## config.mk

```make
export PLATFORM = sky130hd
export DESIGN_NAME = fetch_queue
export DESIGN_NICKNAME = d
export VERILOG_FILES = /design/src/rtl/fetch_queue.sv
export SDC_FILE = /design/constraint.sdc
export NUM_CORES = 1
export LEC_CHECK = 0
export ABC_AREA = 1
export BUFFER_PORTS_ARGS = -buffer_cell sky130_fd_sc_hd__buf_4
export CAP_MARGIN = 20
export CORE_MARGIN = 2
export CORE_UTILIZATION = 33
export DETAILED_ROUTE_END_ITERATION = 10
export SKIP_LAST_GASP = 1
export SYNTH_ARGS = -nofsm -noshare
export SYNTH_HDL_FRONTEND = slang
export SYNTH_SLANG_ARGS = --single-unit
export TNS_END_PERCENT = 5
```

## constraint.sdc

```tcl
create_clock -name clk -period 4.9 [get_ports clk]
set_input_delay 0.245 -clock clk [delete_from_list [all_inputs] [get_ports clk]]
set_output_delay 0.245 -clock clk [all_outputs]
set_load 0.02 [all_outputs]
```

## src/rtl/fetch_queue.sv

```systemverilog
// Instruction prefetch queue: owns the fetch PC, issues sequential fetches and
// buffers returned words with their PC+4 tag, presenting a show-ahead head to IF_ID.
module fetch_queue #(
  parameter int unsigned DEPTH    = 4,
  parameter logic [31:0] RESET_PC = 32'h00000000
) (
  input  logic                     clk,
  input  logic                     reset,
  input  logic                     redirect,
  input  logic [31:0]              redirect_pc,
  input  logic                     hold,
  output logic                     imem_req,
  output logic [31:0]              imem_addr,
  input  logic [31:0]              imem_rdata,
  output logic                     valid_out,
  output logic [31:0]              instr_out,
  output logic [31:0]              pc_plus4_out,
  output logic [$clog2(DEPTH):0]   count
);

  localparam int unsigned PtrW = $clog2(DEPTH);
  localparam int unsigned CntW = PtrW + 1;
  localparam int unsigned OccW = PtrW + 2;

  localparam logic [PtrW-1:0] PtrOne   = {{(PtrW-1){1'b0}}, 1'b1};
  localparam logic [CntW-1:0] CntOne   = {{(CntW-1){1'b0}}, 1'b1};
  localparam logic [OccW-1:0] OccDepth = OccW'(DEPTH);

  logic [31:0]     fetchPcQ, fetchPcD;
  logic [31:0]     tagQ, tagD;
  logic            inflightQ, inflightD;
  logic [PtrW-1:0] rdPtrQ, rdPtrD;
  logic [PtrW-1:0] wrPtrQ, wrPtrD;
  logic [CntW-1:0] countQ, countD;

  logic [31:0] instrMem [DEPTH];
  logic [31:0] tagMem   [DEPTH];

  logic [OccW-1:0] occupancy;
  logic            issue;
  logic            push;
  logic            pop;
  logic            headValid;

  // In-flight fetch reserves a slot so a returning word always has room.
  assign occupancy = OccW'(countQ) + OccW'(inflightQ);
  assign issue     = !reset && !redirect && (occupancy < OccDepth);
  assign push      = inflightQ && !redirect && !reset;
  assign headValid = (countQ != '0);
  assign pop       = headValid && !hold && !redirect && !reset;

  always_comb begin
    fetchPcD  = fetchPcQ;
    tagD      = tagQ;
    inflightD = issue;
    rdPtrD    = rdPtrQ;
    wrPtrD    = wrPtrQ;
    countD    = countQ;

    if (redirect) begin
      fetchPcD = redirect_pc;
      rdPtrD   = wrPtrQ;
      countD   = '0;
    end else begin
      if (issue) begin
        fetchPcD = fetchPcQ + 32'd4;
        tagD     = fetchPcQ + 32'd4;
      end
      if (push) begin
        wrPtrD = wrPtrQ + PtrOne;
      end
      if (pop) begin
        rdPtrD = rdPtrQ + PtrOne;
      end
      unique case ({push, pop})
        2'b10:   countD = countQ + CntOne;
        2'b01:   countD = countQ - CntOne;
        default: countD = countQ;
      endcase
    end
  end

  always_ff @(posedge clk) begin
    if (reset) begin
      fetchPcQ  <= RESET_PC;
      tagQ      <= '0;
      inflightQ <= 1'b0;
      rdPtrQ    <= '0;
      wrPtrQ    <= '0;
      countQ    <= '0;
    end else begin
      fetchPcQ  <= fetchPcD;
      tagQ      <= tagD;
      inflightQ <= inflightD;
      rdPtrQ    <= rdPtrD;
      wrPtrQ    <= wrPtrD;
      countQ    <= countD;
    end
  end

  // Storage needs no reset: entries are only observed through countQ.
  always_ff @(posedge clk) begin
    if (push) begin
      instrMem[wrPtrQ] <= imem_rdata;
      tagMem[wrPtrQ]   <= tagQ;
    end
  end

  always_comb begin
    imem_req     = issue;
    imem_addr    = reset ? 32'h0 : fetchPcQ;
    valid_out    = headValid && !reset;
    instr_out    = 32'h0;
    pc_plus4_out = 32'h0;
    count        = reset ? '0 : countQ;
    if (valid_out) begin
      instr_out    = instrMem[rdPtrQ];
      pc_plus4_out = tagMem[rdPtrQ];
    end
  end

endmodule
```

==> results.cfg, run 1 <==
[setup_path]
ff2ff_path_depth = 5
r2r-end = instrMem[0][13]$_DFFE_PP_
r2r_slack_ns = 2.56
cp-endpoint = imem_req
cp-start-kind = input pin
path_max_fanout = 65
r2r_start = inflightQ$_SDFF_PP0_
critical_path_arrival_ns = 2.98
crit_start = reset
end_kind = output pin
required_ns = 4.66
path_class = input pin to output pin

[clock_tree]
cts_max_path_buffers = 3
cts_sinks = 330
clk_pin_slew_ns = 0.06
cts_resized = 0
hold_buffers = 56
cts_buffers = 36
clkLatencyLatePin_ns = 0.52
cts_setup_buffers = 0
cts_root_buffer = clkbuf_16
cts_tree = done
htree_levels = 2

[drt]
drtPass1Iterations = 5
drt-wirelength-per-cell_um = 17.1
vias = 10000
drc = 0
drtAntennaViolNets = 0
drt-initial-drc-count = 534
routed_wl_um = 35800
viasPerCell = 4.79

[finish]
fin_util = 0.420
layout.cells.non_filler = 2097
layout-drive-gt1-share = 0.180
final_nets = 1614
areaGrowthSynthToFinish_pct = 25.1
fin_area_um2 = 17200

[sta]
min_period_ns = 3.23
worst_pin_slew_ns = 1.05
skew_ns = 0.0188
slew_violations = 0
max_freq_mhz = 310
setup_ws_ns = 1.67
slew_headroom = 0.298
holdWs_ns = 0.0232
fin_tns_setup_ns = 0
hold_viol = 0
period_share = 0.658
rsz0062_at_grt = false
setup_violations = 0

[worst_hold_path]
hold_class = input pin to flip-flop

[run]
drv_cap = 0

[placement]
dp_hpwl_um = 21500
dp.cells = 1976
io_buffers = 168
pre_cts_ws_ns = 2.19
post_dp_cell_area_um2 = 15500
place_congestion = 0.843

[die]
core_um2 = 40900
num_rows = 74
dieArea_um2 = 43300
io_pins = 169
die-height_um = 208
die_w_um = 208
start_util = 0.336

[synthesis]
synthFlopType = edfxtp_1
yosysWarnings = 0
synth-edff-count = 256
synth_cell_type_count = 34
syn_inst = 1331
synth_async_sr_flop_share = 0
synth.avg_cell_area_um2 = 10.3
synth_area_leaders = edfxtp_1, dfxtp_1, nor2_1, o21ai_0, nand2_1
synth_top_area_cell = edfxtp_1
synth_fp_nets = 1406
synth_sequential_area_ratio = 0.667
netlist_area_um2 = 13700
synth-seq-cells = 330
synth_top_area_share = 0.560

[global_route]
antenna_found_initial = 0
grt_first_pass_wirelength_um = 55100
first_global_vias = 9663
grt_max_degree = 100
grt_overflow = 0
grt_util_all_layers = 0.162

[power_and_ir_drop]
p_total_mw = 6.04
comb_power_share = 0.059
worst_ir_drop_vdd_mv = 0.223
internal-power_mw = 4.71
swShare = 0.219
p_sw_mw = 1.32
power_density_nw_per_um2 = 351
pwr-share-clk = 0.427
pwr-share-seq = 0.514
p_leak_nw = 6.44

[outcome]
status = complete, no violations
## sequential cells by signal, indices dropped and copies added (netlist names), named ones only
name,flops
countQ,3
fetchPcQ,32
inflightQ,1
instrMem,128
rdPtrQ,2
tagMem,128
tagQ,32
wrPtrQ,2
## cell families (layout without fill, tap and decap cells)
family / count (synthesis) / in the layout / synth area share
buffers and inverters: 136 / 369 / 0.0418
other: 0 / 1 / 0
adder cells (fa/ha/maj): 7 / 7 / 0.00692
XOR/XNOR: 2 / 2 / 0.00128
flip-flops: 330 / 330 / 0.667
AND/OR/NAND/NOR: 591 / 591 / 0.183
AO/OA/AOI/OAI: 265 / 265 / 0.0997
## placed cells by master (no fill, tap or decap), types with 2 or more instances in the layout
cell type and count:
a21oi_1 100, a21oi_2 8, a31oi_1 4, buf_4 179, bufinv_16 3, clkbuf_1 5
clkbuf_16 36, clkinv_1 11, clkinv_2 3, clkinvlp_2 2, dfxtp_1 72, dlygate4sd3_1 56
edfxtp_1 256, ha_1 6, inv_1 63, inv_2 6, nand2_1 169, nand2_2 6
nand2_4 2, nand3_1 54, nand3_2 9, nor2_1 328, nor2_2 4, nor2_4 12
nor2_8 2, o21ai_0 142, o21ai_1 8, xor2_1 2
## Yosys cell counts, types with 2 or more instances
| cell type | n |
|---|---|
| a21oi_1 | 100 |
| a21oi_2 | 8 |
| a31oi_1 | 4 |
| buf_1 | 9 |
| buf_2 | 30 |
| buf_6 | 3 |
| clkbuf_1 | 23 |
| dfxtp_1 | 74 |
| edfxtp_1 | 256 |
| ha_1 | 6 |
| inv_1 | 63 |
| inv_2 | 7 |
| nand2_1 | 169 |
| nand2_2 | 6 |
| nand2_4 | 2 |
| nand3_1 | 54 |
| nand3_2 | 9 |
| nor2_1 | 332 |
| nor2_2 | 4 |
| nor2_4 | 8 |
| nor2_8 | 2 |
| o21ai_0 | 142 |
| o21ai_1 | 8 |
| xor2_1 | 2 |
## layer usage
| metal | share of wire | track usage | up-vias |
|---|---|---|---|
| li1 | - | - | 4937 |
| met2 | 0.46 | 0.264 | 295 |
| met3 | 0.056 | 0.0279 | 52 |
| met5 | 0 | 0 | - |
| met1 | 0.46 | 0.224 | 4765 |
| met4 | 0.020 | 0.0408 | 0 |
## worst min path at each step
stage | start | endpoint | slack [ns] | cells after the start
after floorplan | imem_rdata[0] | instrMem[0][0]$_DFFE_PP_ | 0.34 | 0
after global placement | imem_rdata[10] | instrMem[1][10]$_DFFE_PP_ | 0.45 | 1
after detailed placement | imem_rdata[10] | instrMem[1][10]$_DFFE_PP_ | 0.45 | 1
after CTS | redirect_pc[8] | fetchPcQ[8]$_SDFFE_PP0P_ | 0.009 | 3
after global routing | redirect_pc[3] | fetchPcQ[3]$_SDFFE_PP0P_ | 0.01 | 3
final | redirect_pc[3] | fetchPcQ[3]$_SDFFE_PP0P_ | 0.02 | 3
## layout make-up
cell class | count | area (um^2)
clock inverters | 21 | 184
repair buffers | 236 | 1930
fillers | 3917 | 23700
well taps | 532 | 666
clock buffers | 42 | 933
flip-flops and latches | 330 | 9170
diodes | 1 | 2.50
inverters | 70 | 264
multi-input cells | 865 | 4030
## critical path, cell delays in order
cell and delay, ns:
dlygate4sd3_1 0.53, buf_4 0.19, buf_4 0.36, nor2_4 0.24, nand3_4 0.40, inv_2 0.72, buf_4 0.26
## power groups by stage
stage / logic [mW] / clock network, mW / registers (mW)
5_1_grt: 0.396 / 2.75 / 3.11
3_3_place_gp: 0.319 / 0 / 3.16
6_report: 0.357 / 2.58 / 3.10
2_1_floorplan: 0.191 / 0 / 3.14
3_5_place_dp: 0.323 / 0 / 3.16
4_1_cts: 0.360 / 2.64 / 3.10
Note: power is estimated with default switching activity, not from simulation.
==> inputs of run 2 (changes only) <==
==> constraint.sdc (replaced) <==
create_clock -name clk -period 3.3 [get_ports clk]
set_input_delay 0.165 -clock clk [delete_from_list [all_inputs] [get_ports clk]]
set_output_delay 0.165 -clock clk [all_outputs]
set_load 0.02 [all_outputs]
==> run 2 against run 1 <==
Clock skew grew 0.0066 ns. Cell area grew 0.67%. Non-clock buffer count grew 10. First-iteration DRC count grew 10%. Critical path depth shrank 1. Clock power grew 46%. Core utilization grew 0.28 points. Clock-buffer cell count grew 5. Combinational power grew 51%. Die area is the same. Sequential power grew 48%. Global-route usage shrank 0.71 points.
==> results.cfg, run 2 (synthesized netlist as in run 1, its figures left out) <==
[finish]
fin_util = 0.423
final_nets = 1625
fillers = 3942
layout-drive-gt1-share = 0.184
n_antenna_cell = 0
final_cell_mix = nor2_1, edfxtp_1, buf_4
top_regs = instrMem x128, tagMem x128
areaGrowthSynthToFinish_pct = 25.9
layout_commonest_cell = nor2_1
multi_input_area_um2 = 4030
layout.area.seq_um2 = 9170

[power_and_ir_drop]
pwr-share-seq = 0.516
p_leak_nw = 6.51
power_density_nw_per_um2 = 515
p_sw_mw = 1.95
internal-power_mw = 6.95
swShare = 0.219
p_total_mw = 8.90
pwr-share-clk = 0.423
worst_ir_drop_vdd_mv = 0.350
comb_power_share = 0.060

[drt]
routed_wl_um = 33800
vias = 9968
drt-initial-drc-count = 590
drc = 0
drtPass1Iterations = 5
drtAntennaViolNets = 0
drt-wirelength-per-cell_um = 16.1
viasPerCell = 4.73

[global_route]
grtUsageMet1 = 0.209
grt_first_pass_wirelength_um = 53300
first_global_vias = 9832
busiest_layer = met2
grt_overflow = 0
grt_max_degree = 79
grt_util_all_layers = 0.155
met3_usage = 0.0264
grt_use_met2 = 0.260
antenna_found_initial = 0

[clock_tree]
cts_buffers = 37
cts_max_path_buffers = 3
clkLatencyLatePin_ns = 0.53
cts_tree = done
cts_resized = 0
clk_pin_slew_ns = 0.05
htree_levels = 2
cts_root_buffer = clkbuf_16
cts_sinks = 330
cts_setup_buffers = 0

[die]
die_w_um = 208
num_rows = 74
die-height_um = 208
core_um2 = 40900
dieArea_um2 = 43300
io_pins = 169
start_util = 0.336

[setup_path]
ff2ff_path_depth = 5
worst_path_max_delay_cell = inv_2
cp-start-kind = flip-flop
end_kind = output pin
path_class = flip-flop to output pin
cp_cell_sequence = nor3_1 -> nor2_1 -> inv_2 -> buf_12 -> a21oi_1 -> buf_4
path_max_fanout = 39
max_stage_delay_ns = 0.47
critical_path_arrival_ns = 2.35
required_ns = 3.13
r2r_slack_ns = 1.25

[worst_hold_path]
hold_path_depth = 4
hold_class = input pin to flip-flop

[sta]
setup_violations = 0
max_freq_mhz = 398
min_period_ns = 2.51
skew_ns = 0.0253
slew_headroom = 0.313
slew_violations = 0
worst_pin_slew_ns = 1.03
rsz0062_at_grt = false
hold_viol = 0
period_share = 0.761

[run]
drv_cap = 0

[placement]
place_congestion = 0.904
dp_hpwl_um = 20600
io_buffers = 168

[outcome]
status = complete, no violations
-- run 2: power by group through the flow --
stage,logic [mW],clock network [mW],registers [mW]
3_3_place_gp,0.474,0,4.68
3_5_place_dp,0.481,0,4.68
5_1_grt,0.600,4.06,4.60
2_1_floorplan,0.284,0,4.66
6_report,0.538,3.77,4.60
4_1_cts,0.544,3.91,4.59
-- run 2: layer usage --
| layer | part of all wire | vias up |
|---|---|---|
| li1 | - | 4960 |
| met1 | 0.47 | 4721 |
| met2 | 0.47 | 249 |
| met3 | 0.048 | 38 |
| met4 | 0.014 | 0 |
| met5 | 0 | - |
-- run 2: final cells by class --
cell class,count,area share
Timing Repair Buffer,246,0.118
Clock inverter,17,0.00543
Multi-Input combinational cell,865,0.233
Clock buffer,47,0.0593
Inverter,70,0.0153
Sequential cell,330,0.530
Tap cell,532,0.0385
-- run 2: stage by stage --
stage	instance area, um^2	cells	hold slack [ns]	worst slack (ns)	TNS (ns)
CTS	17300	2107	0.0142	0.741	0
global route	17300	2107	0.0679	0.620	0
detailed placement	15500	1978	0.373	1.01	0
finish	17300	2107	0.0373	0.789	0
global placement	15500	1978	0.368	1.05	0
floorplan	13700	1331	0.264	-0.583	-149.16
-- run 2: repair_timing --
| item | 4_1_cts | 5_1_grt |
|---|---|---|
| setup endpoints to repair | 0 | 0 |
| hold buffers | 65 | 0 |
| hold endpoints to repair | 161 | 0 |
-- run 2: worst paths after layout --
kind                            start                        to
min                          redirect    countQ[0]$_SDFFE_PP0P_
max            countQ[0]$_SDFFE_PP0P_          pc_plus4_out[13]
min reg2reg  fetchPcQ[0]$_SDFFE_PP0P_  fetchPcQ[0]$_SDFFE_PP0P_
max reg2reg      inflightQ$_SDFF_PP0_  instrMem[1][5]$_DFFE_PP_
-- run 2: worst max-delay path, delay by kind of cell, from the launching register on --
kind / cells / cell delay (ns)
AND/OR/NAND/NOR: 2 / 0.37
buffers and inverters: 3 / 0.96
AO/OA/AOI/OAI: 1 / 0.13
flip-flops: 1 / 0.35
